**config.mk**
```make
export PLATFORM = sky130hd
export DESIGN_NAME = user_core_nmi_bridge_flat
export DESIGN_NICKNAME = d
export VERILOG_FILES = /design/src/rtl/user_core_nmi_bridge_if.sv /design/src/rtl/user_core_nmi_bridge.sv /design/src/flat_wrapper.sv
export SDC_FILE = /design/constraint.sdc
export NUM_CORES = 1
export LEC_CHECK = 0
export BUFFER_PORTS_ARGS = -buffer_cell sky130_fd_sc_hd__buf_2
export CORE_MARGIN = 1
export CORE_UTILIZATION = 40
export CTS_BUF_LIST = sky130_fd_sc_hd__clkbuf_2 sky130_fd_sc_hd__clkbuf_4 sky130_fd_sc_hd__clkbuf_8
export DETAILED_ROUTE_END_ITERATION = 6
export GPL_TIMING_DRIVEN = 0
export HOLD_SLACK_MARGIN = 0.15
export PLACE_DENSITY = 0.7
export RECOVER_POWER = 50
export SETUP_SLACK_MARGIN = 0.5
export SYNTH_ARGS = -nofsm -noshare
export SYNTH_HDL_FRONTEND = slang
export SYNTH_SLANG_ARGS = --single-unit
```
**constraint.sdc**
```tcl
create_clock -name clk_i -period 3.5 [get_ports clk_i]
set_clock_uncertainty 0.15 [all_clocks]
set_input_delay 0.7 -clock clk_i [delete_from_list [all_inputs] [get_ports clk_i]]
set_output_delay 0.7 -clock clk_i [all_outputs]
set_load 0.005 [all_outputs]
```
**src/rtl/user_core_nmi_bridge_if.sv**
```systemverilog
// rtl/user_core_nmi_bridge_if.sv - NMI bus interface between user core bridge and fabric
interface nmi_if;
  logic        valid;
  logic [31:0] addr;
  logic [31:0] wdata;
  logic [3:0]  wstrb;
  logic        ready;
  logic [31:0] rdata;

  modport master (output valid, addr, wdata, wstrb, input ready, rdata);
  modport slave  (input valid, addr, wdata, wstrb, output ready, rdata);
endinterface

```
**src/rtl/user_core_nmi_bridge.sv**
```systemverilog
// rtl/user_core_nmi_bridge.sv - user core to NMI bridge with posted-write buffer and read ordering
module user_core_nmi_bridge #(
  parameter logic [4:0]  ID          = 5'd31,
  parameter int          WBUF_DEPTH  = 4,
  parameter int          TIMEOUT_CYC = 255,
  parameter logic [31:0] ERR_DATA    = 32'hDEAD_BEEF,
  parameter logic [31:0] IRQ_MASK    = 32'hFFFF_FFFF
) (
  input  logic        clk_i,
  input  logic        rst_n_i,
  input  logic [31:0] core_addr_i,
  input  logic [31:0] core_wdata_i,
  input  logic [3:0]  core_wmask_i,
  input  logic        core_rstrb_i,
  output logic [31:0] core_rdata_o,
  output logic        core_rbusy_o,
  output logic        core_wbusy_o,
  input  logic [31:0] irq_i,
  output logic        core_irq_o,
  output logic        err_o,
  nmi_if.master       nmi
);

  localparam int PW = (WBUF_DEPTH > 1) ? $clog2(WBUF_DEPTH) : 1;
  localparam int CW = $clog2(WBUF_DEPTH + 1);
  localparam logic [PW-1:0] PTR_LAST = PW'(WBUF_DEPTH - 1);
  localparam logic [CW-1:0] CNT_FULL = CW'(WBUF_DEPTH);
  localparam logic [15:0]   TMO_LAST = 16'(TIMEOUT_CYC - 1);

  typedef enum logic [1:0] {IDLE, WR, RD, DONE} state_e;

  typedef struct packed {
    logic [31:0] addr;
    logic [31:0] wdata;
    logic [3:0]  wmask;
  } wentry_t;

  // slot id is informational only
  logic unused_id;
  assign unused_id = ^ID;

  wentry_t       mem_q [WBUF_DEPTH];
  state_e        state_q, state_d;
  logic [PW-1:0] wr_ptr_q, wr_ptr_d, rd_ptr_q, rd_ptr_d;
  logic [CW-1:0] count_q, count_d;
  logic [15:0]   tmo_q, tmo_d;
  logic          rd_pend_q, rd_pend_d;
  logic [31:0]   rd_addr_q, rd_addr_d;
  logic [31:0]   rdata_q, rdata_d;
  logic          wbusy_q, wbusy_d;
  logic          irq_q, irq_d;
  logic          err_q, err_d;
  logic          push, pop, full, tmo_hit;
  wentry_t       head;

  assign full    = (count_q == CNT_FULL);
  assign head    = mem_q[rd_ptr_q];
  assign tmo_hit = !nmi.ready && (tmo_q == TMO_LAST);

  // bus outputs come straight from registered state so they hold steady while valid
  assign nmi.valid = (state_q == WR) || (state_q == RD);
  assign nmi.addr  = (state_q == WR) ? head.addr  : (state_q == RD) ? rd_addr_q : 32'h0;
  assign nmi.wdata = (state_q == WR) ? head.wdata : 32'h0;
  assign nmi.wstrb = (state_q == WR) ? head.wmask : 4'h0;

  assign core_rdata_o = rdata_q;
  assign core_rbusy_o = rd_pend_q;
  assign core_wbusy_o = wbusy_q;
  assign core_irq_o   = irq_q;
  assign err_o        = err_q;

  // next-state: write buffer, read capture, transaction FSM, timeout and error tracking
  always_comb begin
    state_d   = state_q;
    wr_ptr_d  = wr_ptr_q;
    rd_ptr_d  = rd_ptr_q;
    count_d   = count_q;
    tmo_d     = '0;
    rd_pend_d = rd_pend_q;
    rd_addr_d = rd_addr_q;
    rdata_d   = rdata_q;
    err_d     = err_q;
    pop       = 1'b0;
    push      = (core_wmask_i != 4'h0) && !full;

    if ((core_wmask_i != 4'h0) && full) err_d = 1'b1;

    if (core_rstrb_i) begin
      if (rd_pend_q) begin
        err_d = 1'b1;
      end else begin
        rd_pend_d = 1'b1;
        rd_addr_d = core_addr_i;
      end
    end

    case (state_q)
      IDLE: begin
        // buffered writes always drain before a read goes out
        if (count_q != '0) state_d = WR;
        else if (rd_pend_q) state_d = RD;
      end
      WR: begin
        if (nmi.ready || tmo_hit) begin
          pop     = 1'b1;
          state_d = IDLE;
          if (tmo_hit) err_d = 1'b1;
        end else begin
          tmo_d = tmo_q + 16'd1;
        end
      end
      RD: begin
        if (nmi.ready) begin
          rdata_d   = nmi.rdata;
          rd_pend_d = 1'b0;
          state_d   = DONE;
        end else if (tmo_hit) begin
          rdata_d   = ERR_DATA;
          rd_pend_d = 1'b0;
          err_d     = 1'b1;
          state_d   = IDLE;
        end else begin
          tmo_d = tmo_q + 16'd1;
        end
      end
      DONE:    state_d = IDLE;
      default: state_d = IDLE;
    endcase

    if (push) wr_ptr_d = (wr_ptr_q == PTR_LAST) ? '0 : wr_ptr_q + 1'b1;
    if (pop)  rd_ptr_d = (rd_ptr_q == PTR_LAST) ? '0 : rd_ptr_q + 1'b1;
    case ({push, pop})
      2'b10:   count_d = count_q + 1'b1;
      2'b01:   count_d = count_q - 1'b1;
      default: count_d = count_q;
    endcase

    wbusy_d = (count_d == CNT_FULL);
    irq_d   = |(irq_i & IRQ_MASK);
  end

  // control and status registers
  always_ff @(posedge clk_i or negedge rst_n_i) begin
    if (!rst_n_i) begin
      state_q   <= IDLE;
      wr_ptr_q  <= '0;
      rd_ptr_q  <= '0;
      count_q   <= '0;
      tmo_q     <= '0;
      rd_pend_q <= 1'b0;
      rd_addr_q <= '0;
      rdata_q   <= '0;
      wbusy_q   <= 1'b0;
      irq_q     <= 1'b0;
      err_q     <= 1'b0;
    end else begin
      state_q   <= state_d;
      wr_ptr_q  <= wr_ptr_d;
      rd_ptr_q  <= rd_ptr_d;
      count_q   <= count_d;
      tmo_q     <= tmo_d;
      rd_pend_q <= rd_pend_d;
      rd_addr_q <= rd_addr_d;
      rdata_q   <= rdata_d;
      wbusy_q   <= wbusy_d;
      irq_q     <= irq_d;
      err_q     <= err_d;
    end
  end

  // buffer storage; contents are don't-care while the count says empty
  always_ff @(posedge clk_i) begin
    if (push) mem_q[wr_ptr_q] <= '{addr: core_addr_i, wdata: core_wdata_i, wmask: core_wmask_i};
  end

endmodule

```
**src/flat_wrapper.sv**
```systemverilog
// flat-port wrapper written by rule: the top's interface ports become plain ports
module user_core_nmi_bridge_flat 
#(
  parameter logic [4:0]  ID          = 5'd31,
  parameter int          WBUF_DEPTH  = 4,
  parameter int          TIMEOUT_CYC = 255,
  parameter logic [31:0] ERR_DATA    = 32'hDEAD_BEEF,
  parameter logic [31:0] IRQ_MASK    = 32'hFFFF_FFFF
)
  (clk_i, rst_n_i, core_addr_i, core_wdata_i, core_wmask_i, core_rstrb_i, core_rdata_o, core_rbusy_o, core_wbusy_o, irq_i, core_irq_o, err_o, nmi_valid, nmi_addr, nmi_wdata, nmi_wstrb, nmi_ready, nmi_rdata);
  nmi_if nmi_i ();
  input  logic clk_i;
  input  logic rst_n_i;
  input  logic [31:0] core_addr_i;
  input  logic [31:0] core_wdata_i;
  input  logic [3:0] core_wmask_i;
  input  logic core_rstrb_i;
  output logic [31:0] core_rdata_o;
  output logic core_rbusy_o;
  output logic core_wbusy_o;
  input  logic [31:0] irq_i;
  output logic core_irq_o;
  output logic err_o;
  output wire logic [$bits(nmi_i.valid)-1:0] nmi_valid;
  output wire logic [$bits(nmi_i.addr)-1:0] nmi_addr;
  output wire logic [$bits(nmi_i.wdata)-1:0] nmi_wdata;
  output wire logic [$bits(nmi_i.wstrb)-1:0] nmi_wstrb;
  input wire logic [$bits(nmi_i.ready)-1:0] nmi_ready;
  input wire logic [$bits(nmi_i.rdata)-1:0] nmi_rdata;
  assign nmi_valid = nmi_i.valid;
  assign nmi_addr = nmi_i.addr;
  assign nmi_wdata = nmi_i.wdata;
  assign nmi_wstrb = nmi_i.wstrb;
  assign nmi_i.ready = nmi_ready;
  assign nmi_i.rdata = nmi_rdata;
  user_core_nmi_bridge #(.ID(ID), .WBUF_DEPTH(WBUF_DEPTH), .TIMEOUT_CYC(TIMEOUT_CYC), .ERR_DATA(ERR_DATA), .IRQ_MASK(IRQ_MASK)) u_core (.clk_i(clk_i), .rst_n_i(rst_n_i), .core_addr_i(core_addr_i), .core_wdata_i(core_wdata_i), .core_wmask_i(core_wmask_i), .core_rstrb_i(core_rstrb_i), .core_rdata_o(core_rdata_o), .core_rbusy_o(core_rbusy_o), .core_wbusy_o(core_wbusy_o), .irq_i(irq_i), .core_irq_o(core_irq_o), .err_o(err_o), .nmi(nmi_i));
endmodule
```
# [Word-level counts from Yosys, hierarchy flattened]
# Memory sizes are Yosys's and may differ from the RTL's.
# Index checks and enable logic that the tools add are counted.
[word_totals] ff_bits=93 ramBits=272 inputBits=136 output_inout_bits=105 word_cells=80 n_memories=1
[mem_list] memory="u_core.mem_q" depth=4 width=68 read_ports=1 rd_clocked_by_memory_dff=0 wr=1 line="user_core_nmi_bridge.sv:42" text="wentry_t mem_q [WBUF_DEPTH];"
[classes] n_addsub=5 n_eq_ne=13 n_mux=34 bitwise_logic=1 n_reduce_logical=15
[ops] operator="2-to-1 mux 32 bit" count=5
[ops] operator="2-to-1 mux 16 bit" count=3
[ops] operator="case mux 16 bit (2 select lines)" count=1
[ops] operator="OR reduction 32 bit" count=1
[ops] operator="adder 16 x 1 -> 16 bit (second input constant)" count=1
[ops] operator="== test 16 x 8 -> 1 bit (second input constant)" count=1
[ops] operator="2-to-1 mux 1 bit" count=14
[ops] operator="2-to-1 mux 2 bit" count=7
[ops] operator="== test 2 bit (second input constant)" count=5
[ops] operator="case mux 2 bit (4 select lines)" count=1
[ops] operator="== test 3 bit (second input constant)" count=2
[ops] operator="case mux 3 bit (2 select lines)" count=1
[ops] operator="adder 2 x 1 -> 2 bit (second input constant)" count=2
[ops] operator="== test 2 x 1 -> 1 bit (second input constant)" count=2
[ops] operator="2-to-1 mux 4 bit" count=1
[ops] operator="AND reduction 2 bit" count=2
[ops] operator="nonzero test 4 bit" count=1
[ops] operator="adder 3 x 1 -> 3 bit (second input constant)" count=1
[ops] operator="logical AND 1 bit" count=3
[ops] operator="inequality test 3 x 1 -> 1 bit (second input constant)" count=1
[ops] operator="inequality test 3 x 2 -> 1 bit (second input constant)" count=1
[ops] operator="AND reduction 3 bit" count=1
[ops] operator="nonzero test 3 bit" count=1
[ops] operator="subtractor 3 x 1 -> 3 bit (second input constant)" count=1
[ops] operator="7 further kinds" count=9

# [Longest topological paths before layout]
[logic_depth] depth_word=8 mapped_depth=14 depth_no_buf=13

# [Least setup slack after synthesis]
# Ideal clock, no wire load.
[synth_path] path_kind="input port to flip-flop" startpoint="input port core_wmask_i[0]" endpoint="memory u_core.mem_q[0][0] (netlist bit), enable pin" setup_ps=433 arrival_time_ps=2729 required_time_ps=2917 slack_ps=187 stages=3 n_path_buf=0 path_cell_list="nor4_1 > a21oi_1 > and2_1"
[synth_via] elab_chain_len=4
[synth_lines] item="start: declaration" line="flat_wrapper.sv:16" text="input logic [3:0] core_wmask_i;"
[synth_lines] item="nonzero test 4 bit" line="user_core_nmi_bridge.sv:84" text="push = (core_wmask_i != 4'h0) && !full;"
[synth_lines] item="logical AND 1 bit" line="user_core_nmi_bridge.sv:84"
[synth_lines] item="2-to-1 mux 1 bit" line="user_core_nmi_bridge.sv:173" text="if (push) mem_q[wr_ptr_q] <= '{addr: core_addr_i, wdata: core_wdata_i, wmask: core_wmask_i};"
[synth_lines] item="2-to-1 mux 1 bit (not written as such)" line="user_core_nmi_bridge.sv:173"
[synth_lines] item="end: declaration" line="user_core_nmi_bridge.sv:42"
# No other way between the ends.

# [Final worst setup path]
[layout_path] startpoint="register u_core.rd_ptr_q[0]" endpoint="output port nmi_wdata[22]"
[layout_via] elab_chain_len=2
[layout_lines] item="start: declaration" line="user_core_nmi_bridge.sv:44" text="logic [PW-1:0] wr_ptr_q, wr_ptr_d, rd_ptr_q, rd_ptr_d;"
[layout_lines] item="start signal: assignment" line="user_core_nmi_bridge.sv:159" text="rd_ptr_q <= rd_ptr_d;"
[layout_lines] item="memory (4 x 68 bit)"
[layout_lines] item="2-to-1 mux 32 bit" line="user_core_nmi_bridge.sv:63" text="assign nmi.wdata = (state_q == WR) ? head.wdata : 32'h0;"
[layout_lines] item="end: declaration" line="flat_wrapper.sv:26" text="output wire logic [$bits(nmi_i.wdata)-1:0] nmi_wdata;"
# No other way between the ends.

==> metrics.md <==
| Metric | Value |
|---|---|
| Number of synthesized flops with an enable pin | `272` |
| DIE AREA | `around 0.037 mm^2` |
| WP buf/inv | `3` |
| Routed WL per cell | `19.4 um` |
| Pwr Total | `between 0.015 and 0.02 W` |
| Placed cells | `1514` |
| Commonest non-fill, non-tap cell in the layout | `edfxtp_1` |
| Mapped Area | `0.0144 mm^2` |
| Post-route minimum period | `~3.1 ns` |
| Peak supply drop | `0.520 mV` |
| Ys async rst share | `25.5%` |
| DR vias/cell | `5.06` |
| CTS sink cnt | `365` |
| Cell area after layout | `0.0189 mm^2` |
| Synth Flop Type | `edfxtp_1` |
| Post-DP Area | `0.0163 mm^2` |
| Dominant cell type by area after synthesis | `edfxtp_1` |
| Worst Path Max Fanout | `10` |
| Failing checks | `capacitance limit, slew limit` |
| Slew @ Worst Pin | `2.18 ns` |
| First-pass GRT wire length | `~50000 um` |
| # DRC | `0` |
| CP Data Arrival Time | `2.20 ns` |
| Register area share after synthesis | `72.8%` |
| Share of the synthesized area in the top cell type | `56.7%` |
| Initial Util | `40.6%` |
| Vias in the first global route | `just over 9k` |
| IO Pins | `between 200 and 250` |
| Syn Area/Cell | `17.8 um^2` |
| Hold Vio Cnt, Final | `0` |
| Synth warnings | `0` |
| Ranking of synthesized cells by area | `edfxtp_1 (57%), dfrtp_1 (16%), mux4_2 (11%)` |
| H-tree Lvls | `2` |
| MaxCap Viol Count | `1` |
| NetSw | `0.00502 W` |
| Clock buffer depth | `3` |
| CTS tree | `built` |
| ANT nets after route | `0` |
| Clk pin slew, worst setup/hold paths | `0.06 ns` |
| Area Growth Syn to Fin | `31.0%` |
| Seq cells post-synth | `365` |
| Logic gate share of total power | `35.5%` |
| Cell variety after synth | `38` |
| Clk pwr share | `~23%` |
| DRT iter0 DRCs | `525` |
| Initial antenna violation count | `1` |
| Port Buf Inserts | `239` |
| Power Density | `862 mW/mm^2` |
| Root buf cell | `clkbuf_8` |
| Seq pwr share | `42.0%` |
| Slew headroom | `-45.6%` |
| Startpoint types | `flop` |
| Final Hold Slack | `0.225 ns` |
| CTS Buf Count | `58` |
| Core box area | `0.0355 mm^2` |
| Final cell count without fillers | `1735` |
| Commonest cells after routing, fill and taps aside | `edfxtp_1 (272), buf_2 (154), dlygate4sd3_1 (102)` |
| Via count | `8778` |
| Routability cong. | `0.873` |
| Lkg Pwr | `7.01 nW` |
| Outcome | `finished, violations left` |
| Skew-Pair Late Insertion Delay | `between 0.6 and 0.7 ns` |
| Setup violations, final | `0` |
| Critical path capture point type | `output pin` |
| Largest net degree at the start of global routing | `56` |
| Worst path cell trace | `clkbuf_16 -> buf_12 -> mux4_2 -> and2_1 -> buf_2` |
| GRT Total Usage | `18.3%` |
| Slew Limit Fails | `39` |
| Post-Syn Instances | `809` |
| Synth Net Count | `957` |
| Largest stage delay, worst path | `a little under 0.5 ns` |
| RSZ-0062 raised after global routing | `true` |
| Critical path required time | `2.65 ns` |
| Final worst-path cycle share | `between 80 and 90%` |
| Routed WL | `about 34000 um` |
| Grt ovf | `0` |
| Final #Nets | `1372` |
| Cell Rows | `slightly below 70` |
| Hold crit path type | `input pin to flop` |
| Drt first pass iters | `4` |
| Max Fclk | `327 MHz` |
| Share of post-route cells with drive strength above 1 | `around 34%` |
| Detailed placement HPWL | `just over 20000 um` |
| Chip height | `approximately 190 um` |
| Cell with the largest stage delay on the worst path | `mux4_2` |
| Critical path class | `flop to output pin` |
| Die W | `192 um` |
| Internal | `0.0113 W` |
| Switching part of the total | `30.8%` |
| Crit path max-delay family | `buffers and inverters` |
-- per-stage QoR --
stage	setup slack (ns)	util (%)	setup TNS, ns
final	0.446	53.2	0
after detailed placement	0.00108	46.0	0
after floorplan	0.783	-	0
after CTS	0.347	52.8	0
after global routing	0.292	53.2	0
after global placement	-0.188	45.6	-46.87
-- worst min-delay path, cell delays in order --
cell and delay [ns]:
buf_2 0.08, nor4_1 0.03, nand4_1 0.06, or2_2 0.10
-- kinds of logic (layout without fill, tap and decap cells) --
kind of cell             Yosys count  in the layout  share of synthesized area, %
multiplexers                     102            102                          13.3
XOR/XNOR                          17             17                          1.03
flip-flops                       365            365                          72.8
adder cells (fa/ha/maj)           12             12                          1.09
AND/OR/NAND/NOR                  180            180                          6.23
other                              0              1                             0
buffers and inverters             55            519                          1.77
AO/OA/AOI/OAI                     78             78                          3.77
-- registers in the layout (all words and copies together) (netlist names), 2 cells and up --
signal and cells:
u_core.rd_ptr_q 2, u_core.tmo_q 16, u_core.core_rdata_o 32, u_core.state_q 2, u_core.count_q 3, u_core.rd_addr_q 32, u_core.wr_ptr_q 2, u_core.mem_q 272
-- synth_stat cells (12+ instances only) --
cell / number
buf_2: 15
o21ai_0: 37
mux2_2: 32
edfxtp_1: 272
nand2_1: 70
clkbuf_1: 21
o22a_1: 24
and2_1: 41
mux4_2: 68
nor4_1: 14
inv_1: 12
nor2_1: 26
dfrtp_1: 93
-- path summary, 6_finish.rpt --
check / startpoint / to / slack [ns] / cells past startpoint
setup / recovery: u_core.rd_ptr_q[0] / nmi_wdata[22] / 0.45 / 5
hold / removal: irq_i[22] / u_core.core_irq_o / 0.23 / 4
setup reg to reg: u_core.tmo_q[1] / u_core.core_wbusy_o / 0.47 / 13
hold reg to reg: u_core.tmo_q[0] / u_core.tmo_q[0] / 0.29 / 1
max in group asynchronous: rst_n_i / u_core.core_rdata_o[28] / 0.85 / 2
min in group asynchronous: rst_n_i / u_core.core_irq_o / 1.11 / 2
-- power by group through the flow --
stage	logic [W]	registers, W	clock network, W
3_3_place_gp	0.00497	0.00690	0
6_report	0.00577	0.00684	0.00366
2_1_floorplan	0.00313	0.00682	0
5_1_grt	0.00630	0.00697	0.00395
4_1_cts	0.00555	0.00684	0.00377
3_5_place_dp	0.00519	0.00690	0
-- routing by layer --
layer	GRT usage [%]	up-vias	routed length (um)
met3	4.07	64	1900
met4	6.50	0	796
met1	22.7	4441	13900
li1	-	3984	-
met5	0	-	0
met2	31.4	289	16900
-- repair_timing --
item                                   4_1_cts  5_1_grt
resized for setup                           69       62
buffers inserted                             0        4
gates cloned                                 0        5
pin swaps                                    0       19
setup endpoints to repair                   69       69
hold buffers                               102        0
endpoints found under the hold margin      344        0
-- area by class of cell --
| cell class | count | area [um^2] |
|---|---|---|
| plain buffers | 43 | 443 |
| repair buffers | 355 | 2400 |
| well taps | 461 | 577 |
| flip-flops and latches | 365 | 10500 |
| clock buffers | 86 | 1030 |
| inverters | 12 | 45.0 |
| multi-input cells | 389 | 3730 |
| clock inverters | 23 | 159 |
| diodes | 1 | 2.50 |
| fillers | 2857 | 16600 |
(Power assumes the default switching activity.)
